$ cat config.mk
export PLATFORM = sky130hd
export DESIGN_NAME = bcd_to_bin
export DESIGN_NICKNAME = d
export VERILOG_FILES = /design/src/rtl/bcd_pkg.sv /design/src/rtl/bcd_digit_mac.sv /design/src/rtl/bcd_to_bin.sv
export SDC_FILE = /design/constraint.sdc
export NUM_CORES = 1
export LEC_CHECK = 0
export ABC_AREA = 0
export BUFFER_PORTS_ARGS = -buffer_cell sky130_fd_sc_hd__buf_2
export CORE_ASPECT_RATIO = 0.6
export CORE_MARGIN = 2
export CORE_UTILIZATION = 55
export CTS_BUF_LIST = sky130_fd_sc_hd__clkbuf_16
export DETAILED_ROUTE_END_ITERATION = 10
export PLACE_DENSITY = 0.75
export SLEW_MARGIN = 20
export SYNTH_ARGS = -nofsm -noshare
export SYNTH_HDL_FRONTEND = slang
export SYNTH_SLANG_ARGS = --single-unit
$ cat constraint.sdc
create_clock -name CLK -period 4.19 [get_ports CLK]
set_input_delay 0.2095 -clock CLK [delete_from_list [all_inputs] [get_ports CLK]]
set_output_delay 0.2095 -clock CLK [all_outputs]
set_load 0.01 [all_outputs]
$ cat src/rtl/bcd_pkg.sv
`default_nettype none
// ============================================================================
// Module   : bcd_pkg
// Purpose  : Shared definitions for the sequential BCD-to-binary converter:
//            digit width, largest legal BCD digit, FSM state encoding and a
//            helper that sizes the decade counter.
// Ports    : none (package)
// Revision : 1.0 - initial release
// ============================================================================
package bcd_pkg;

  localparam int         BCD_DIGIT_W   = 4;
  localparam logic [3:0] BCD_MAX_DIGIT = 4'd9;

  typedef enum logic [0:0] {
    ST_IDLE = 1'b0,
    ST_CONV = 1'b1
  } state_t;

  // Decade counter width; a single-decade build still needs one bit.
  function automatic int cnt_width(input int decades);
    return (decades > 1) ? $clog2(decades) : 1;
  endfunction

endpackage
`default_nettype wire

$ cat src/rtl/bcd_digit_mac.sv
`default_nettype none
// ============================================================================
// Module   : bcd_digit_mac
// Purpose  : One Horner step of the BCD-to-binary conversion:
//            next_acc = acc*10 + digit, with overflow and bad-digit detect.
//            Build option BCD_TO_BIN_SAT_EN selects saturating (clamp to all
//            ones) instead of wrapping behaviour on overflow.
// Ports    : acc       in  OUT_BITS_NUM  running accumulator
//            digit     in  4             current BCD decade (face value used)
//            next_acc  out OUT_BITS_NUM  updated accumulator
//            ovf       out 1             step result exceeded 2^OUT_BITS_NUM-1
//            bad_digit out 1             digit above 9
// Revision : 1.0 - initial release
// ============================================================================
module bcd_digit_mac
  import bcd_pkg::*;
#(
  parameter int OUT_BITS_NUM = 14
) (
  input  logic [OUT_BITS_NUM-1:0] acc,
  input  logic [BCD_DIGIT_W-1:0]  digit,
  output logic [OUT_BITS_NUM-1:0] next_acc,
  output logic                    ovf,
  output logic                    bad_digit
);

  // Four extra bits hold 10*(2^W-1)+15 without loss.
  localparam int PW = OUT_BITS_NUM + BCD_DIGIT_W;

  logic [PW-1:0] w_full;

  assign w_full    = ({{BCD_DIGIT_W{1'b0}}, acc} * PW'(10)) + PW'(digit);
  assign ovf       = |w_full[PW-1:OUT_BITS_NUM];
  assign bad_digit = (digit > BCD_MAX_DIGIT);

`ifdef BCD_TO_BIN_SAT_EN
  // Once clamped, every later step overflows again, so the clamp sticks.
  assign next_acc = ovf ? {OUT_BITS_NUM{1'b1}} : w_full[OUT_BITS_NUM-1:0];
`else
  assign next_acc = w_full[OUT_BITS_NUM-1:0];
`endif

endmodule
`default_nettype wire

$ cat src/rtl/bcd_to_bin.sv
`default_nettype none
// ============================================================================
// Module   : bcd_to_bin
// Purpose  : Sequential BCD-to-binary converter (Horner scheme, one decade
//            per enabled clock, most significant decade first) with a
//            START/BUSY/DONE handshake. Result registers hold between runs.
//            Build option BCD_TO_BIN_SAT_EN: saturate instead of wrap.
// Ports    : CLK   in  1             clock, rising edge
//            CLR   in  1             asynchronous active-high reset
//            CE    in  1             clock enable (DONE clears regardless)
//            START in  1             conversion request, sampled in IDLE
//            IN    in  IN_BITS_NUM   packed BCD, IN[3:0] = units
//            BUSY  out 1             conversion in progress
//            DONE  out 1             one-cycle completion pulse
//            Q     out OUT_BITS_NUM  binary result
//            ERR   out 1             last conversion saw a digit > 9
//            OVF   out 1             last conversion overflowed Q
// Revision : 1.0 - initial release
// ============================================================================
module bcd_to_bin
  import bcd_pkg::*;
#(
  parameter int IN_DECADES   = 4,
  parameter int OUT_BITS_NUM = 14,
  parameter int IN_BITS_NUM  = IN_DECADES * 4
) (
  input  logic                    CLK,
  input  logic                    CLR,
  input  logic                    CE,
  input  logic                    START,
  input  logic [IN_BITS_NUM-1:0]  IN,
  output logic                    BUSY,
  output logic                    DONE,
  output logic [OUT_BITS_NUM-1:0] Q,
  output logic                    ERR,
  output logic                    OVF
);

  localparam int CNT_W = cnt_width(IN_DECADES);

  state_t                  r_state;
  state_t                  w_state_nxt;
  logic [IN_BITS_NUM-1:0]  r_shift;
  logic [OUT_BITS_NUM-1:0] r_acc;
  logic [CNT_W-1:0]        r_cnt;
  logic                    r_err;
  logic                    r_ovf;

  logic                    w_accept;
  logic                    w_step;
  logic                    w_last;
  logic [BCD_DIGIT_W-1:0]  w_digit;
  logic [OUT_BITS_NUM-1:0] w_next_acc;
  logic                    w_step_ovf;
  logic                    w_bad_digit;

  assign w_accept = (r_state == ST_IDLE) && START && CE;
  assign w_step   = (r_state == ST_CONV) && CE;
  assign w_last   = w_step && (r_cnt == '0);
  assign w_digit  = r_shift[IN_BITS_NUM-1 -: BCD_DIGIT_W];
  assign BUSY     = (r_state == ST_CONV);

  bcd_digit_mac #(
    .OUT_BITS_NUM (OUT_BITS_NUM)
  ) u_mac (
    .acc       (r_acc),
    .digit     (w_digit),
    .next_acc  (w_next_acc),
    .ovf       (w_step_ovf),
    .bad_digit (w_bad_digit)
  );

  // State register
  always_ff @(posedge CLK or posedge CLR) begin
    if (CLR) begin
      r_state <= ST_IDLE;
    end else begin
      r_state <= w_state_nxt;
    end
  end

  // Next-state logic
  always_comb begin
    w_state_nxt = r_state;
    case (r_state)
      ST_IDLE: if (w_accept) w_state_nxt = ST_CONV;
      ST_CONV: if (w_last)   w_state_nxt = ST_IDLE;
      default:               w_state_nxt = ST_IDLE;
    endcase
  end

  // Datapath and result registers
  always_ff @(posedge CLK or posedge CLR) begin
    if (CLR) begin
      r_shift <= '0;
      r_acc   <= '0;
      r_cnt   <= '0;
      r_err   <= 1'b0;
      r_ovf   <= 1'b0;
      DONE    <= 1'b0;
      Q       <= '0;
      ERR     <= 1'b0;
      OVF     <= 1'b0;
    end else begin
      // The completion pulse lasts one clock even when CE is low next cycle.
      DONE <= 1'b0;
      if (w_accept) begin
        r_shift <= IN;
        r_acc   <= '0;
        r_cnt   <= CNT_W'(IN_DECADES - 1);
        r_err   <= 1'b0;
        r_ovf   <= 1'b0;
      end else if (w_step) begin
        r_shift <= r_shift << BCD_DIGIT_W;
        r_acc   <= w_next_acc;
        r_cnt   <= r_cnt - 1'b1;
        r_err   <= r_err | w_bad_digit;
        r_ovf   <= r_ovf | w_step_ovf;
        if (w_last) begin
          // Publish this step's values directly; the flag registers lag by one.
          Q    <= w_next_acc;
          ERR  <= r_err | w_bad_digit;
          OVF  <= r_ovf | w_step_ovf;
          DONE <= 1'b1;
        end
      end
    end
  end

endmodule
`default_nettype wire

==> results of run 1 <==
==> registers in the layout, summed over array words and instances (netlist names) <==
signal,cells
r_shift,16
OVF,1
r_err,1
ERR,1
DONE,1
Q,14
BUSY,1
r_cnt,2
r_acc,14
r_ovf,1
==> cells by family (layout without fill, tap and decap cells) <==
kind of cell    count (synthesis)  count (layout)
xor+xnor                       19              19
flops                          52              52
simple gates                   72              72
mux                             3               3
buf+inv                        26              57
fa+ha+maj                      30              30
compound gates                104             104
==> power groups by stage <==
stage | Combinational, W | Clock [W] | Sequential, W
2_1_floorplan | 0.00131 | 0 | 0.000852
3_3_place_gp | 0.00169 | 0 | 0.000857
3_5_place_dp | 0.00172 | 0 | 0.000862
4_1_cts | 0.00174 | 0.000427 | 0.000855
5_1_grt | 0.00198 | 0.000446 | 0.000885
6_report | 0.00175 | 0.000420 | 0.000856
==> cell usage after synthesis, types with 2 or more instances <==
| library cell | number |
|---|---|
| inv_1 | 10 |
| nand2_1 | 35 |
| nor2_1 | 10 |
| mux2_2 | 2 |
| nand4_1 | 2 |
| fa_1 | 2 |
| xor2_1 | 8 |
| dfrtp_1 | 52 |
| o2111ai_1 | 2 |
| o31ai_1 | 3 |
| and2_1 | 4 |
| xnor2_1 | 10 |
| a21oi_1 | 16 |
| clkbuf_1 | 14 |
| nor2b_1 | 3 |
| a211oi_1 | 2 |
| nand4b_1 | 2 |
| o21a_1 | 2 |
| a31oi_1 | 2 |
| a32o_1 | 4 |
| nand3_1 | 6 |
| o21ai_1 | 8 |
| or3_1 | 3 |
| o211ai_1 | 3 |
| a22o_1 | 29 |
| o21ai_0 | 23 |
| ha_1 | 28 |
| a21o_1 | 3 |
==> area by class of cell <==
| class | count | area share (%) |
|---|---|---|
| Tap cell | 69 | 2.48 |
| Multi-Input combinational cell | 228 | 48.9 |
| Timing Repair Buffer | 39 | 5.75 |
| Clock inverter | 3 | 0.791 |
| Sequential cell | 52 | 37.4 |
| Clock buffer | 5 | 3.59 |
| Inverter | 10 | 1.11 |
==> layout by cell type (no fill, tap or decap), drive strengths merged, types with 3 or more instances in the layout <==
cell type / n
dfrtp: 52
buf: 39
nand2: 35
o21ai: 31
a22o: 29
ha: 28
a21oi: 16
xnor2: 11
nor2: 10
inv: 10
xor2: 8
nand3: 6
clkbuf: 5
and2: 4
a32o: 4
a21o: 3
or3: 3
o211ai: 3
o31ai: 3
nor2b: 3
mux2: 3
==> critical path, cell delays in order, from the launching register on <==
cell and delay [ps]:
dfrtp_1 410, ha_1 310, ha_1 220, fa_1 420
a21oi_1 210, o2111ai_1 230, a211oi_1 310, a311oi_1 110
nor4_4 310, o2111a_1 240, o211ai_1 90, mux2_4 280
==> how the worst min path moves through the flow <==
stage / start / to / slack [ps] / depth (start not counted)
after floorplan: START / BUSY$_DFF_PP0_ / 360 / 2
final: CLR / r_shift[12]$_DFFE_PP0P_ / 50 / 2
after global placement: ERR$_DFFE_PP0P_ / ERR$_DFFE_PP0P_ / 450 / 2
after CTS: IN[0] / r_shift[0]$_DFFE_PP0P_ / 160 / 2
after global routing: CLR / Q[0]$_DFFE_PP0P_ / 140 / 2
after detailed placement: Q[8]$_DFFE_PP0P_ / Q[8]$_DFFE_PP0P_ / 470 / 2
==> layer usage <==
layer  share of wire [%]  track usage, %  up-vias
li1                    -               -     1183
met5                   0               0        -
met3                 6.2            4.95        7
met1                  53            41.6     1164
met4                0.80            6.25        0
met2                  40            30.0       82
==> through the flow <==
step                      instances  hold WS [ps]
after detailed placement        398           467
after CTS                       406           164
after floorplan                 306           359
after global routing            406           145
after global placement          398           447
final                           406          51.8
==> impl_metrics.yaml, run 1 <==
grt:
  overflow: 0
  track_usage_pct: 24.2
  grt_pass1_vias: 2276
  antenna_found_initial: 0
  grt_pass1_wl_mm: 11.9
  grt_max_degree: 53
route:
  drtIter0Drc: 138
  via_per_inst: 6.00
  ant_nets: 0
  routed_wirelength_mm: 6.73
  num_vias: 2436
  wl_per_cell_um: 16.6
  drt_pre_antenna_iters: 5
  drc: 0
timing:
  maxSlewViolCount: 0
  rsz0062_at_grt: "false"
  min_period_ps: 3260
  maxSlewHeadroom_pct: 41.6
  fin_worst_skew_ps: 10.1
  setup-violations-final: 0
  setup_slack_ps: 929
  fin_tns_setup_ps: 0
  max_clock_freq_mhz: 307
  worst_pin_slew_ps: 875
  hold_viol_final: 0
  fin_crit_sh_pct: 77.8
floorplanning:
  die-area_sq_mm: 0.00628
  initial_core_util_pct: 56.3
  core_sq_mm: 0.00552
  die_height_um: 62.2
  dieWidth_um: 101
  rows: 21
  pin_count: 38
layout:
  drive_above_1_share_pct: 17.2
  multi_input_area_sq_mm: 0.00170
  area_growth_pct: 12.2
  final_cell_area_sq_mm: 0.00348
  final_core_util_pct: 63.1
  num-nets-final: 386
  n_antenna_cell: 0
  fillCellCount: 465
  final-seq-area_sq_mm: 0.00130
power_and_ir_drop:
  vdd_drop_max_uv: 319
  power_w: 0.00303
  powerDensity_mw_per_mm2: 869
  p_sw_share_pct: 45.3
  intPower_w: 0.00165
  p_clk_share_pct: 13.9
  p_switching_w: 0.00137
  p_leak_nw: 1.68
  combPwrFrac_pct: 57.8
  pwr-share-seq_pct: 28.3
cts:
  clkSinkCount: 52
  cts_buffers: 5
  cts_tree: "built"
  cts_hold_buf: 0
  clock-root-buffer: "clkbuf_16"
  htreeDepth: 2
  clk_latency_ps: 300
  clock_path_buffers: 2
  cts_resized: 0
  path_clk_slew_ps: 80
  post_cts_buffers: 0
yosys:
  ys.flop_type: "dfrtp_1"
  synth_fa_ha_area_share_pct: 12.6
  synth_edf_count: 0
  ys_seq_area_share_pct: 41.9
  synth_xor_area_share_pct: 5.60
  synth_compound_area_share_pct: 23.2
  syn_nets: 356
  async_flop_share_pct: 100
  yosys-mux-area-fraction_pct: 1.21
  synth_area_leaders: "dfrtp_1 (42%), ha_1 (11%), a22o_1 (8.2%), nand2_1 (4.2%), o21ai_0 (3.7%)"
  yosysUniqueCellTypes: 46
  synth_top_family_by_area: "compound AO/OA/AOI/OAI gates"
  synthSimpleGateAreaFrac_pct: 12.1
  syn_area_per_cell_sq_um: 10.1
  ys_ff_latch: 52
  synth.cell_area_sq_mm: 0.00310
  synth_top_cell_area_share_pct: 41.9
  syn_inst: 306
  yosysWarnings: 0
  yosys.area.top_type: "dfrtp_1"
run:
  drv_cap: 0
placement:
  hpwl_mm: 5.01
  placed_cell_area_sq_mm: 0.00333
  io_buffers: 37
  place_congestion: 0.850
  dp_slack_ps: 955
setup_path:
  startpoint_type: "flop"
  endpoint: "OVF$_DFFE_PP0P_"
  r2r_end: "OVF$_DFFE_PP0P_"
  critPathRequiredTime_ps: 4370
  crit_start: "r_acc[1]$_DFFE_PP0P_"
  timing.rr.start: "r_acc[1]$_DFFE_PP0P_"
  worst-setup-path-type: "flop to flop"
  worst_ep_arrival_time_ps: 3440
  cp_max_fo: 4
  r2r_slack_ps: 930
  ff2ff_path_depth: 11
  end_kind: "flop"
outcome:
  status: "finished, final reports clean"
min_path:
  hp-class: "input pin to asynchronous set/reset pin"
No activity file was read; power rests on OpenSTA's default activity.
==> inputs of run 2 (changes only) <==
- CORE_UTILIZATION: 55 -> 53
- PLACE_DENSITY: 0.75 -> 0.76
- clock period: 4.19 -> 2.8 ns (I/O delays scaled with it)
==> run 2 against run 1 <==
  * The flow now finishes with violations (hold timing, setup timing)
  * Largest power group unchanged
  * Sequential power grew 50%
  * Clock-buffer cell count is the same
  * Critical endpoint unchanged
  * Register-to-register slack lost 1100 ps
  * Critical path depth grew 1
  * Routed wire length grew 9.5%
  * Critical path type unchanged
  * Design area grew 12%
  * Largest cell class unchanged
  * Clock skew shrank 1.5 ps
  * Total power grew 80%
  * Maximum frequency grew 9.8%
==> impl_metrics.yaml, run 2 (synthesis results as in run 1) <==
cts:
  htreeDepth: 2
  clock_path_buffers: 2
  clock-root-buffer: "clkbuf_16"
  clkSinkCount: 52
  cts_tree: "built"
  cts_hold_buf: 0
  cts_buffers: 5
  path_clk_slew_ps: 70
  clk_latency_ps: 290
timing:
  hold_viol_final: 2
  min_period_ps: 2970
  max_clock_freq_mhz: 337
  fin_tns_setup_ps: -441
  maxSlewHeadroom_pct: 42.5
  hold_ws_ps: -4.21
  rsz0062_at_grt: "true"
  maxSlewViolCount: 0
  worst_pin_slew_ps: 862
  fin_crit_sh_pct: 106
  fin_worst_skew_ps: 8.58
  setup-violations-final: 5
  setup_slack_ps: -170
route:
  routed_wirelength_mm: 7.37
  wl_per_cell_um: 16.5
  drc: 0
  via_per_inst: 5.76
  drtIter0Drc: 148
  num_vias: 2582
  ant_nets: 0
  drt_pre_antenna_iters: 4
grt:
  antenna_found_initial: 0
  track_usage_pct: 24.9
  grt_pass1_wl_mm: 12.6
  overflow: 0
  grt_max_degree: 53
  grt_pass1_vias: 2469
floorplanning:
  pin_count: 38
  rows: 21
  die_height_um: 63.3
  initial_core_util_pct: 55.2
  core_sq_mm: 0.00562
  die-area_sq_mm: 0.00651
  dieWidth_um: 103
run:
  drv_cap: 0
setup_path:
  critical_path.top_delay_family: "compound AO/OA/AOI/OAI gates"
  critPathRequiredTime_ps: 2970
  timing.rr.start: "r_acc[3]$_DFFE_PP0P_"
  worst-setup-path-type: "flop to flop"
  r2r_end: "OVF$_DFFE_PP0P_"
  slowest_delay_ps: 390
  startpoint_type: "flop"
  critPathSlowestCell: "dfrtp_1"
  end_kind: "flop"
  worst_ep_arrival_time_ps: 3130
  cp.buffers_inverters: 2
  r2r_slack_ps: -170
  timing.critical_path.mode_cell: "buf_4"
  cp_max_fo: 4
  cp_cell_sequence: "buf_4, ha_1, ha_2, and3_4, o31ai_1, a211oi_2, a311oi_2, nor4_4, buf_4, a21oi_1, o211ai_1, mux2_4"
  ff2ff_path_depth: 12
placement:
  placed_cell_area_sq_mm: 0.00355
  place_congestion: 0.851
  hpwl_mm: 5.42
  io_buffers: 37
power_and_ir_drop:
  p_switching_w: 0.00235
  pwr-share-seq_pct: 23.5
  p_sw_share_pct: 43.2
  p_leak_nw: 1.86
  p_clk_share_pct: 12.5
  combPwrFrac_pct: 64.0
  intPower_w: 0.00310
  powerDensity_mw_per_mm2: 1390
  vdd_drop_max_uv: 690
outcome:
  status: "complete, but fails checks"
  violations: "hold timing, setup timing"
layout:
  final_cell_mix: "dfrtp_1 (52), buf_2 (37), nand2_1 (35), buf_4 (33), a22o_1 (29)"
  largest_register_ffs: 16
  drive_above_1_share_pct: 30.7
  n_antenna_cell: 0
  area_growth_pct: 26.0
  reg_top3: "r_shift: 16 flops, Q: 14 flops, r_acc: 14 flops"
  final_cell_area_sq_mm: 0.00391
  num-nets-final: 417
  top_register: "r_shift"
  final_common_cell: "dfrtp_1"
min_path:
  hp-class: "input pin to asynchronous set/reset pin"
## run 2: timing repair
action | in CTS | in global routing
setup buffers | 5 | 0
endpoints found under the setup margin | 5 | 9
hold endpoints to repair | 0 | 0
resized for setup | 15 | 8
pin swaps | 14 | 5
## run 2: through the flow
stage                     instances  total power, W  utilization [%]  setup WS (ps)
after global routing            448         0.00587             69.6           -306
after detailed placement        435         0.00437             63.2           -185
after CTS                       448         0.00532             68.9           -109
after floorplan                 306         0.00326                -          -87.1
final                           448         0.00545             69.6           -170
after global placement          435         0.00429             63.2           -114
## run 2: layout make-up
type	count	area, sq um
well taps	80	100
fillers	427	1710
multi-input cells	228	1870
inverters	10	38.8
flip-flops and latches	52	1300
clock inverters	3	42.5
repair buffers	70	433
clock buffers	5	125
## run 2: worst reg2reg max path, cell delays in order, from the launching register on
cell and delay (ps):
dfrtp_1 390, buf_4 140, ha_1 290, ha_2 230
and3_4 170, o31ai_1 340, a211oi_2 140, a311oi_2 340
nor4_4 80, buf_4 140, a21oi_1 150, o211ai_1 140
mux2_4 280
## run 2: how the worst max path moves through the flow
| stage | depth (start not counted) | from | slack, ps | endpoint |
|---|---|---|---|---|
| after global placement | 11 | r_acc[3]$_DFFE_PP0P_ | -110 | OVF$_DFFE_PP0P_ |
| final | 12 | r_acc[3]$_DFFE_PP0P_ | -170 | OVF$_DFFE_PP0P_ |
| after floorplan | 11 | r_acc[3]$_DFFE_PP0P_ | -90 | OVF$_DFFE_PP0P_ |
| after global routing | 12 | r_acc[3]$_DFFE_PP0P_ | -310 | OVF$_DFFE_PP0P_ |
| after CTS | 11 | r_acc[3]$_DFFE_PP0P_ | -110 | OVF$_DFFE_PP0P_ |
| after detailed placement | 11 | r_acc[3]$_DFFE_PP0P_ | -180 | OVF$_DFFE_PP0P_ |
## run 2: layer usage
metal	global-route usage (%)	share of wire [%]
met1	41.0	49
met2	34.8	44
met3	4.66	7.4
met4	2.96	0.11
met5	0	0
## run 2: power by group through the flow
stage | logic, W | registers (W) | clock network (W)
detailed placement | 0.00308 | 0.00129 | 0
CTS | 0.00335 | 0.00128 | 0.000690
global placement | 0.00301 | 0.00128 | 0
floorplan | 0.00199 | 0.00128 | 0
finish | 0.00349 | 0.00128 | 0.000682
global route | 0.00382 | 0.00133 | 0.000728
==> inputs of run 3 (changes only) <==
- CORE_MARGIN: 2 -> unset
- RECOVER_POWER: unset -> 100
==> run 3 against run 2 <==
  * The flow finishes with violations (DRC, capacitance limit, slew limit, setup timing)
  * Routed wire length increased by 11%
  * Final cell count increased by 2.0%
  * Register-to-register slack got worse by 170 ps
  * Clock power decreased by 8.2%
  * Global-route usage increased by 2.6 points
  * Worst hold slack improved by 110 ps
  * First-iteration DRC count increased by 4.1%
  * Sequential power increased by 4%
  * Clock-buffer cell count unchanged
  * Largest power group unchanged
==> impl_metrics.yaml, run 3 (synthesis results as in run 1) <==
timing:
  rsz0062_at_grt: "true"
  setup_slack_ps: -339
  fin_worst_skew_ps: 6.66
  hold_viol_final: 0
  maxSlewViolCount: 53
  max_clock_freq_mhz: 319
  maxSlewHeadroom_pct: -50.2
  fin_tns_setup_ps: -1230
  min_period_ps: 3140
  hold_ws_ps: 101
  setup-violations-final: 9
  fin_crit_sh_pct: 112
  worst_pin_slew_ps: 2240
route:
  num_vias: 2718
  drtIter0Drc: 154
  routed_wirelength_mm: 8.20
  drt_pre_antenna_iters: 7
  via_per_inst: 5.95
  wl_per_cell_um: 17.9
  drc: 2
  ant_nets: 0
floorplanning:
  pin_count: 38
  core_sq_mm: 0.00560
  die_height_um: 61.3
  initial_core_util_pct: 55.5
  rows: 21
  die-area_sq_mm: 0.00618
  dieWidth_um: 101
placement:
  dp_slack_ps: -214
  io_buffers: 37
  place_congestion: 0.846
  hpwl_mm: 5.55
power_and_ir_drop:
  vdd_drop_max_uv: 699
  p_leak_nw: 1.83
  combPwrFrac_pct: 66.6
  powerDensity_mw_per_mm2: 1440
  intPower_w: 0.00325
  p_sw_share_pct: 44.5
  p_clk_share_pct: 10.7
  p_switching_w: 0.00260
  pwr-share-seq_pct: 22.7
setup_path:
  r2r_end: "OVF$_DFFE_PP0P_"
  cp_max_fo: 3
  timing.rr.start: "r_acc[3]$_DFFE_PP0P_"
  ff2ff_path_depth: 11
  startpoint_type: "flop"
  worst-setup-path-type: "flop to flop"
  worst_ep_arrival_time_ps: 3320
  r2r_slack_ps: -340
  critPathRequiredTime_ps: 2980
  end_kind: "flop"
layout:
  final_common_cell: "dfrtp_1"
  top_register: "r_shift"
  area_growth_pct: 30.5
  final_core_util_pct: 72.4
  fillCellCount: 414
  n_antenna_cell: 0
  largest_register_ffs: 16
  final_cell_mix: "dfrtp_1 (51), buf_4 (36), nand2_1 (35), a22o_1 (29), o21ai_0 (24)"
  drive_above_1_share_pct: 28.1
  reg_top3: "r_shift: 16 flops, Q: 14 flops, r_acc: 14 flops"
  num-nets-final: 426
cts:
  clkSinkCount: 52
  cts_hold_buf: 0
  cts_buffers: 5
  clock_path_buffers: 2
  path_clk_slew_ps: 70
  clock-root-buffer: "clkbuf_16"
  clk_latency_ps: 290
  htreeDepth: 2
  cts_tree: "built"
min_path:
  hp-class: "input pin to flop"
  whs_path_depth: 2
  whs_endpoint: "r_shift[1]$_DFFE_PP0P_"
  hold_path.startpoint: "IN[1]"
grt:
  grt_max_degree: 53
  grt_pass1_wl_mm: 12.5
  antenna_found_initial: 0
  overflow: 0
  grt_pass1_vias: 2413
  track_usage_pct: 27.5
outcome:
  status: "complete, but fails checks"
  violations: "DRC, capacitance limit, slew limit, setup timing"
run:
  drv_cap: 1
## run 3: worst max path at each step
stage                               startpoint              end  slack [ps]  cells past startpoint
after floorplan           r_acc[3]$_DFFE_PP0P_  OVF$_DFFE_PP0P_         -90                     11
after global placement    r_acc[3]$_DFFE_PP0P_  OVF$_DFFE_PP0P_        -110                     12
after detailed placement  r_acc[1]$_DFFE_PP0P_  OVF$_DFFE_PP0P_        -210                     12
after CTS                 r_acc[3]$_DFFE_PP0P_  OVF$_DFFE_PP0P_        -110                     11
after global routing      r_acc[3]$_DFFE_PP0P_  OVF$_DFFE_PP0P_        -390                     11
final                     r_acc[3]$_DFFE_PP0P_  OVF$_DFFE_PP0P_        -340                     11
## run 3: timing repair
action | CTS | global route
setup buffers | 6 | 6
pin swaps | 19 | 14
endpoints found under the setup margin | 8 | 12
resized for setup | 22 | 17
## run 3: metrics by stage
| step | std cells | power, W | area [sq um] |
|---|---|---|---|
| 2_1_floorplan | 306 | 0.00326 | 3120 |
| 3_3_place_gp | 439 | 0.00434 | 3580 |
| 3_5_place_dp | 439 | 0.00446 | 3580 |
| 4_1_cts | 453 | 0.00548 | 3930 |
| 5_1_grt | 457 | 0.00625 | 4050 |
| 6_report | 457 | 0.00585 | 4050 |
## run 3: final cells by class
cell class | count | area [sq um] | share of cell area (%)
Multi-Input combinational cell | 228 | 1980 | 48.8
Inverter | 10 | 38.8 | 0.958
Tap cell | 80 | 100 | 2.47
Clock inverter | 3 | 27.5 | 0.680
Timing Repair Buffer | 79 | 478 | 11.8
Clock buffer | 5 | 125 | 3.09
Sequential cell | 52 | 1300 | 32.2
## run 3: metal layers
| metal | global-route usage (%) | vias to the layer above | wire length, um | share of wire, % |
|---|---|---|---|---|
| li1 | - | 1268 | - | - |
| met1 | 40.4 | 1334 | 3920 | 48 |
| met2 | 42.5 | 106 | 3680 | 45 |
| met3 | 5.45 | 10 | 499 | 6.1 |
| met4 | 6.63 | 0 | 97 | 1.2 |
| met5 | 0 | - | 0 | 0 |
## run 3: critical path, cell delays in order (launching register included)
cell      delay (ps)
dfrtp_1          390
ha_1             300
ha_2             190
fa_2             390
a211oi_2         300
nor2_1           100
xnor2_1          160
nand4b_1         270
nor4_4           290
o2111a_1         260
o211ai_1         100
mux2_4           280
## run 3: power by group through the flow
stage / logic, W / registers [W] / clock network [W]
finish: 0.00390 / 0.00133 / 0.000626
global route: 0.00422 / 0.00137 / 0.000660
CTS: 0.00354 / 0.00131 / 0.000629
detailed placement: 0.00314 / 0.00132 / 0
global placement: 0.00304 / 0.00130 / 0
floorplan: 0.00199 / 0.00128 / 0
